`src/rtl/scan_response_misr.sv`:
```
// Scan-unload sequencer and MISR response compactor: drives SE/CAPT for
// NPAT capture+unload rounds, folds SO into a Galois MISR, then compares against GOLD.
module scan_response_misr #(
  parameter int unsigned       NCHAIN    = 4,
  parameter int unsigned       CHAIN_LEN = 16,
  parameter int unsigned       MISR_W    = 16,
  parameter logic [MISR_W-1:0] POLY      = MISR_W'(16'h1021),
  parameter int unsigned       PAT_W     = 8
) (
  input  logic              CLK,
  input  logic              RSTB,
  input  logic              START,
  input  logic [PAT_W-1:0]  NPAT,
  input  logic [MISR_W-1:0] SEED,
  input  logic [MISR_W-1:0] GOLD,
  input  logic [NCHAIN-1:0] SO,
  output logic              SE,
  output logic              CAPT,
  output logic              BUSY,
  output logic              DONE,
  output logic              PASS,
  output logic [MISR_W-1:0] SIG
);

  localparam int unsigned    SH_W    = (CHAIN_LEN > 1) ? $clog2(CHAIN_LEN) : 1;
  localparam logic [SH_W-1:0] SH_LAST = SH_W'(CHAIN_LEN - 1);

  typedef enum logic [1:0] {S_IDLE, S_CAPT, S_SHIFT, S_CMP} state_t;

  state_t            r_state;
  logic [PAT_W-1:0]  r_pat_cnt;
  logic [SH_W-1:0]   r_shift_cnt;
  logic [MISR_W-1:0] r_misr;
  logic              r_se;
  logic              r_capt;
  logic              r_busy;
  logic              r_done;
  logic              r_pass;

  logic [MISR_W-1:0] w_misr_next;
  logic [PAT_W-1:0]  w_pat_dec;

  // Galois left shift with polynomial feedback; chain i folds into bit i
  assign w_misr_next = {r_misr[MISR_W-2:0], 1'b0}
                     ^ (r_misr[MISR_W-1] ? POLY : '0)
                     ^ MISR_W'(SO);
  assign w_pat_dec   = r_pat_cnt - PAT_W'(1);

  // Session FSM; every output is set from the state being entered
  always_ff @(posedge CLK or negedge RSTB) begin
    if (!RSTB) begin
      r_state     <= S_IDLE;
      r_pat_cnt   <= '0;
      r_shift_cnt <= '0;
      r_misr      <= '0;
      r_se        <= 1'b0;
      r_capt      <= 1'b0;
      r_busy      <= 1'b0;
      r_done      <= 1'b0;
      r_pass      <= 1'b0;
    end else begin
      r_capt <= 1'b0;
      r_done <= 1'b0;
      case (r_state)
        S_IDLE: begin
          if (START) begin
            r_pat_cnt <= NPAT;
            r_misr    <= SEED;
            r_pass    <= 1'b0;
            r_busy    <= 1'b1;
            if (NPAT != '0) begin
              r_state <= S_CAPT;
              r_capt  <= 1'b1;
            end else begin
              r_state <= S_CMP;
            end
          end
        end
        S_CAPT: begin
          r_state     <= S_SHIFT;
          r_se        <= 1'b1;
          r_shift_cnt <= '0;
        end
        S_SHIFT: begin
          r_misr <= w_misr_next;
          if (r_shift_cnt == SH_LAST) begin
            r_pat_cnt   <= w_pat_dec;
            r_shift_cnt <= '0;
            r_se        <= 1'b0;
            if (w_pat_dec != '0) begin
              r_state <= S_CAPT;
              r_capt  <= 1'b1;
            end else begin
              r_state <= S_CMP;
            end
          end else begin
            r_shift_cnt <= r_shift_cnt + SH_W'(1);
          end
        end
        S_CMP: begin
          r_pass  <= (r_misr == GOLD);
          r_done  <= 1'b1;
          r_busy  <= 1'b0;
          r_state <= S_IDLE;
        end
        default: begin
          r_state <= S_IDLE;
          r_se    <= 1'b0;
          r_busy  <= 1'b0;
        end
      endcase
    end
  end

  assign SE   = r_se;
  assign CAPT = r_capt;
  assign BUSY = r_busy;
  assign DONE = r_done;
  assign PASS = r_pass;
  assign SIG  = r_misr;

endmodule

```
`config.mk`:
```
export PLATFORM = sky130hd
export DESIGN_NAME = scan_response_misr
export DESIGN_NICKNAME = d
export VERILOG_FILES = /design/src/rtl/scan_response_misr.sv
export SDC_FILE = /design/constraint.sdc
export NUM_CORES = 1
export LEC_CHECK = 0
export CORE_ASPECT_RATIO = 2
export CORE_MARGIN = 2
export CORE_UTILIZATION = 30
export CTS_BUF_LIST = sky130_fd_sc_hd__clkbuf_8
export CTS_CLUSTER_SIZE = 16
export DETAILED_ROUTE_END_ITERATION = 6
export PLACE_DENSITY = 0.63
export SLEW_MARGIN = 0
export SYNTH_ARGS = -nofsm -noshare
export SYNTH_HDL_FRONTEND = slang
export SYNTH_SLANG_ARGS = --single-unit
```
`constraint.sdc`:
```
create_clock -name CLK -period 2 [get_ports CLK]
set_input_delay 0.4 -clock CLK [delete_from_list [all_inputs] [get_ports CLK]]
set_output_delay 0.4 -clock CLK [all_outputs]
set_load 0.02 [all_outputs]
```
==> summary.md, run 1 <==
| Metric | Value |
|---|---|
| Status | completed |
| Total CTS buffers | 5 |
| Worst-margin pin slew | ~0.47 ns |
| Tot Pwr | between 4 and 5 mW |
| Clk_lat worst skew | 0.29 ns |
| Gr ovfl total | 0 |
| GP Congestion | 0.775 |
| Total Routing Usage GR | 15.7% |
| Avg WL per Cell | between 10 and 15 um |
| Layout area overhead | 40.5% |
| Share of layout cells above drive strength 1 | 7.57% |
| Clock-pin transition on the worst setup and hold timing paths | 0.07 ns |
| IO Count | 68 |
| Final worst setup slack | approximately 0.12 ns |
| Clock share of power | 13.1% |
| Synth top area cells | dfrtp_1 (41%), mux2i_1 (7.5%), o21ai_0 (7.5%) |
| Synth Flop Type | dfrtp_1 |
| Min cycle time layout | 1.88 ns |
| Die Span Y | approximately 120 um |
| Synth area leader | dfrtp_1 |
| Rel. slew slack | between 60 and 70% |
| Final wirelength | between 5000 and 6000 um |
| Setup Viol. Count Final | 0 |
| Synth top area share | around 41% |
| Sw frac | 43.6% |
| Synth unique cells | 37 |
| Max FO, Critical Path | 6 |
| R2r setup slk | 0.15 ns |
| PwrDens | between 1000 and 1500 nW/um^2 |
| Clock skew | ~0.0045 ns |
| Comb pwr share | 53.9% |
| Internal power | 2.42 mW |
| Largest net degree at the start of global routing | 36 |
| Critical path class | flop to output pin |
| Num rows | 43 |
| H-tree Lvls | 2 |
| Reg-to-reg critical path endpoint | r_pat_cnt[4] |
| Sequential area share after synthesis | 40.8% |
| Syn Area/Cell | roughly 9.1 um^2 |
| Area of the die | a little under 8000 um^2 |
| Post-layout util | 43.5% |
| Sink Count | 35 |
| Critical path launch point type | flop |
| Pre-CTS setup slack | -0.0187 ns |
| RSZ-0062 raised after global routing | false |
| Post-Syn Instances | 236 |
| Fmax | 531 MHz |
| PortBufs | 67 |
| Diodes inserted | 0 |
| Bufs and invs on worst path | 1 |
| Clk buf depth | 2 |
| TritonCTS clock tree | built |
| Post-DP HPWL | 4530 um |
| Slowest-stage cell, CP | clkdlybuf4s50_1 |
| Syn Nets | 290 |
| Critical Path AT | ~1.5 ns |
| Via density | 4.90 |
| Synthesized area | about 2100 um^2 |
| Share of synthesized registers carrying an async set or reset | 100% |
| Critical Path Start | SIG[15] |
| Post-route cell area | 3020 um^2 |
| Net count, final | 357 |
| Worst r2r src | r_state[0] |
| VDD IR max | 0.685 mV |
| Initial core utilization | 31.0% |
| Maxcap violations | 0 |
| Min-delay worst type | primary input to asynchronous set/reset pin |
| Slowest Stage Delay on Critical Path | about 0.67 ns |
| EDFF count, synth | 0 |
| CP Capture Type | output pin |
| Post-DP Area | 2910 um^2 |
| R2R depth | 6 |
| DRT antenna net count | 0 |
| First-pass GRT wire length | 9600 um |
| Hold Fails Final Rpt | 0 |
| Critical Path, Cell by Cell | clkdlybuf4s50_1 |
| Drc violations | 0 |
| Synth warnings | 0 |
| WP depth | 1 |
| Share of the cycle needed by the critical path after routing | 94.2% |
| Antenna violations before repair | 0 |
| CP required | 1.60 ns |
| Yosys reg bits | 35 |
| Seq pwr share | about a third |
| Die X | between 60 and 70 um |
| DR vias | 1,930 |
| Switching power | 1.88 mW |
| CTS Root Cell | clkbuf_8 |
| Max Slew Vio Count | 0 |
| Core footprint | 6940 um^2 |
| Hold_buf cts | 0 |
| DR iter-0 viols | 81 |
| Number of global-route vias before repair | about 2,000 |
| Delay-heaviest family, CP | buffers and inverters |
| DR pass1 iterations | 4 |
| End of the critical path | SIG[15] |
| Worst hold slack | 0.150 ns |
| P_leak | 1.22 nW |
## worst reg2reg max path, stage by stage, from the launching register on
cell     delay, ns
dfrtp_1       0.40
inv_1         0.08
ha_1          0.30
mux2i_2       0.21
or4_1         0.50
mux2i_1       0.16
a21oi_1       0.08
## sequential cells by signal, summed over array words and instances, names as in the netlist
signal and count:
PASS 1, r_state 2, r_pat_cnt 8, BUSY 1, SE 1, CAPT 1
DONE 1, SIG 16, r_shift_cnt 4
## timing repair
item                       CTS  global route
buffers inserted             0             0
setup endpoints to repair    0             3
gates resized for setup      0             2
## power groups by stage
stage | Sequential [mW] | Clock (mW) | Combinational, mW
2_1_floorplan | 1.50 | 0 | 1.39
4_1_cts | 1.42 | 0.585 | 2.34
5_1_grt | 1.48 | 0.622 | 2.58
3_5_place_dp | 1.43 | 0 | 2.33
3_3_place_gp | 1.43 | 0 | 2.29
6_report | 1.42 | 0.565 | 2.32
## metrics by stage
step / TNS [ns] / instances
after floorplan: 0 / 236
after global placement: 0 / 386
after detailed placement: -0.0193 / 386
after CTS: 0 / 394
after global routing: 0 / 394
final: 0 / 394
## layer usage
layer	global-route usage [%]	wire length (um)
met5	0	0
met4	7.61	170
met2	29.4	3330
met1	16.9	2140
met3	2.44	218
## Yosys cell counts (2+ instances only)
cell       n
mux2i_1   16
inv_1     10
nor3_1     4
nand2b_1   2
nor4_1     4
xor2_1    14
o22ai_1    7
clkbuf_1   7
buf_2      4
o22a_1     3
nand2_1   31
a21oi_1   10
o21ai_0   32
or4_1      4
ha_1       7
nand3_1    7
xnor2_1   10
nor2_1     6
dfrtp_1   35
nor2b_1    2
nand4_1    5
## placed cells by master, fill, tap and decap left out, drive strengths merged
cell | netlist | layout
clkdlybuf4s50 | 0 | 66
dfrtp | 35 | 35
o21ai | 33 | 33
nand2 | 31 | 31
mux2i | 17 | 17
xor2 | 14 | 14
inv | 10 | 11
xnor2 | 10 | 10
a21oi | 10 | 10
buf | 7 | 8
nand3 | 7 | 7
o22ai | 7 | 7
clkbuf | 7 | 7
ha | 7 | 7
nor2 | 6 | 6
nand4 | 5 | 5
nor4 | 5 | 5
nor3 | 4 | 4
or4 | 4 | 4
o22a | 3 | 3
nor2b | 2 | 2
nand2b | 2 | 2
or3 | 1 | 1
and3 | 1 | 1
a31o | 1 | 1
mux2 | 1 | 1
nand3b | 1 | 1
a22o | 1 | 1
a221o | 1 | 1
o31ai | 1 | 1
and4bb | 1 | 1
nor3b | 1 | 1
## final cells by class
cell class              count  area (um^2)
multi-input cells         177         1170
well taps                  90          113
flip-flops and latches     35          876
clock buffers               7         96.3
inverters                  10         37.5
repair buffers             74          722
fillers                   706         3920
clock inverters             1         3.75
## logic make-up after synthesis
family	synth area share [%]
AO/OA/AOI/OAI	14.9
XOR/XNOR	9.78
multiplexers	8.62
AND/OR/NAND/NOR	16.9
adder cells (fa/ha/maj)	4.08
flip-flops	40.8
buffers and inverters	4.95
## worst min-delay path by stage
stage / to / depth (start not counted) / startpoint / slack (ns)
3_3_place_gp: r_state[0] / 2 / RSTB / 0.47
4_1_cts: SIG[9] / 2 / RSTB / 0.16
6_report: SIG[9] / 2 / RSTB / 0.15
2_1_floorplan: BUSY / 0 / RSTB / 0.10
5_1_grt: SIG[9] / 2 / RSTB / 0.18
3_5_place_dp: r_state[0] / 2 / RSTB / 0.47
No activity file was read; power rests on OpenSTA's default activity.
==> run 2: changes to the inputs <==
- SLEW_MARGIN: 0 -> unset
- clock period: 2 -> 2.45 ns (I/O delays scaled with it)
==> summary.md, run 2 (same netlist as run 1, synthesis figures left out) <==
| Metric | Value |
|---|---|
| Status | completed |
| H-tree Lvls | 2 (unchanged) |
| Antenna violations before repair | 0 (unchanged) |
| Hold_buf cts | 0 (unchanged) |
| P_leak | 1.20 nW (-1.8%) |
| PortBufs | 67 (unchanged) |
| CP required | 1.96 ns (+0.36 ns) |
| Final Instance Count excl. Fillers | 392 (-0.51%) |
| Share of the cycle needed by the critical path after routing | between 80 and 90% |
| Setup Viol. Count Final | 0 (unchanged) |
| PwrDens | 1150 nW/um^2 (-19%) |
| Slowest-stage cell, CP | clkdlybuf4s50_1 |
| Most common cell after layout, fill and taps aside | clkdlybuf4s50_1 |
| Slowest Stage Delay on Critical Path | 0.67 ns (about the same) |
| Most frequent cells in the layout | clkdlybuf4s50_1 (66), dfrtp_1 (35), o21ai_0 (32) |
| Critical Path AT | 1.51 ns (+0.03 ns) |
| WP depth | 1 (unchanged) |
| Critical path launch point type | flop |
| Total CTS buffers | 5 (unchanged) |
| R2R depth | 6 (unchanged) |
| Initial core utilization | 31.0% (unchanged) |
| Critical path class | flop to output pin |
| Hold Fails Final Rpt | 0 (unchanged) |
| IO Count | 68 (unchanged) |
| Setup Buffers After CTS | 0 (unchanged) |
| End of the critical path | SIG[15] |
| Critical Path Start | SIG[15] |
| Rel. slew slack | 46.3% (-22 points) |
| Fmax | 501 MHz |
| Worst hold slack | 0.283 ns (+0.133 ns) |
| Net count, final | 355 (-0.56%) |
| Clock skew | 0.00757 ns (+0.00308 ns) |
| Min-delay worst type | primary input to asynchronous set/reset pin |
| CTS Root Cell | clkbuf_8 |
| Worst r2r src | r_state[1] |
| Maxcap violations | 0 (unchanged) |
| R2r setup slk | 0.51 ns (+0.36 ns) |
| Number of global-route vias before repair | 2,000 (+0.55%) |
| Num rows | 43 (unchanged) |
| DR vias | 1,909 (-1.1%) |
| Diodes inserted | 0 (unchanged) |
| Die X | 63.8 um (unchanged) |
| Delay-heaviest family, CP | buffers and inverters |
| Bufs and invs on worst path | 1 (unchanged) |
| Min cycle time layout | 2.00 ns |
| Total Routing Usage GR | 15.4% (-0.37 points) |
| First-pass GRT wire length | 9530 um (-0.72%) |
| Max Slew Vio Count | 0 (unchanged) |
| Number of flip-flops under the largest register name | 16 (unchanged) |
| Post-DP HPWL | 4380 um (-3.1%) |
| Largest net degree at the start of global routing | 36 (unchanged) |
| VDD IR max | 0.585 mV (-15%) |
| Sink Count | 35 (unchanged) |
| Tot Pwr | 3.43 mW (-20%) |
| Worst-margin pin slew | 0.806 ns (+0.335 ns) |
| Avg WL per Cell | 14.5 um (-2.5%) |
| RSZ-0062 raised after global routing | false |
| Critical Path, Cell by Cell | clkdlybuf4s50_1 |
| Die Span Y | 124 um (unchanged) |
| Setup TNS | 0 ns (unchanged) |
| Clk buf depth | 2 (unchanged) |
| DRT antenna net count | 0 (unchanged) |
| Reg-to-reg critical path endpoint | r_pat_cnt[1] |
| DR iter-0 viols | 87 (+7.4%) |
| Gr ovfl total | 0 (unchanged) |
| CP Capture Type | output pin |
| Via density | 4.87 (-0.58%) |
| Clock-pin transition on the worst setup and hold timing paths | 0.08 ns (about the same) |
| Max FO, Critical Path | 6 (unchanged) |
| Final wirelength | 5690 um (-3.0%) |
| Placed insts | 384 (-0.52%) |
| Clk_lat worst skew | 0.29 ns (about the same) |
| DR pass1 iterations | 4 (unchanged) |
| TritonCTS clock tree | built |
| Core footprint | 6940 um^2 (unchanged) |
| Area of the die | 7890 um^2 (unchanged) |
| Cts repair resizes | 0 (unchanged) |
| Layout area overhead | 38.8% |
| Share of layout cells above drive strength 1 | 6.62% (-0.94 points) |
| Drc violations | 0 (unchanged) |
| GP Congestion | 0.852 (+10%) |
[run 2: cell types whose count changed in the layout (fill, tap and decap cells not counted)]
cell,change
clkbuf_8,-2
buf_4,-1
buf_6,-1
clkinv_2,+1
clkinvlp_4,+1
nand2b_1,+1
nand2b_2,-1
[run 2: area by class of cell]
type                    count  area (um^2)
clock inverters             3         16.3
repair buffers             72          703
flip-flops and latches     35          876
well taps                  90          113
multi-input cells         177         1170
fillers                   700         3960
inverters                  10         37.5
clock buffers               5         68.8
[run 2: metal layers]
metal	share of wire, %	GRT usage, %	wire [um]	up-vias
met5	0	0	0	-
met2	55	28.6	3100	59
met3	4.8	2.44	271	10
met4	2.8	7.07	162	0
met1	38	16.7	2150	884
li1	-	-	-	956
[run 2: worst min path at each step]
stage               slack (ns)           end  start  cells past startpoint
floorplan                 0.19          BUSY   RSTB                      0
global placement          0.52            SE     SE                      2
detailed placement        0.52            SE     SE                      2
CTS                       0.32  r_pat_cnt[0]   RSTB                      1
global route              0.37          DONE   RSTB                      1
finish                    0.28          DONE   RSTB                      1
[run 2: through the flow]
stage | setup slack, ns | utilization (%) | instance area (um^2)
after floorplan | 0.701 | - | 2150
after global placement | 0.380 | 41.8 | 2900
after detailed placement | 0.360 | 41.8 | 2900
after CTS | 0.439 | 43.0 | 2980
after global routing | 0.361 | 43.0 | 2980
final | 0.452 | 43.0 | 2980
[run 2: report_power, final]
part	switching, mW	leakage [nW]	internal, mW	total (mW)
logic	0.980	0.729	0.873	1.85
registers	0.325	0.427	0.830	1.16
clock network	0.223	0.0453	0.195	0.418
==> run 3: changes to the inputs <==
- clock period: 2.45 -> 2 ns (I/O delays scaled with it)
==> results of run 3 <==
The final DEF is identical to that of run 1; final timing and power are the same.
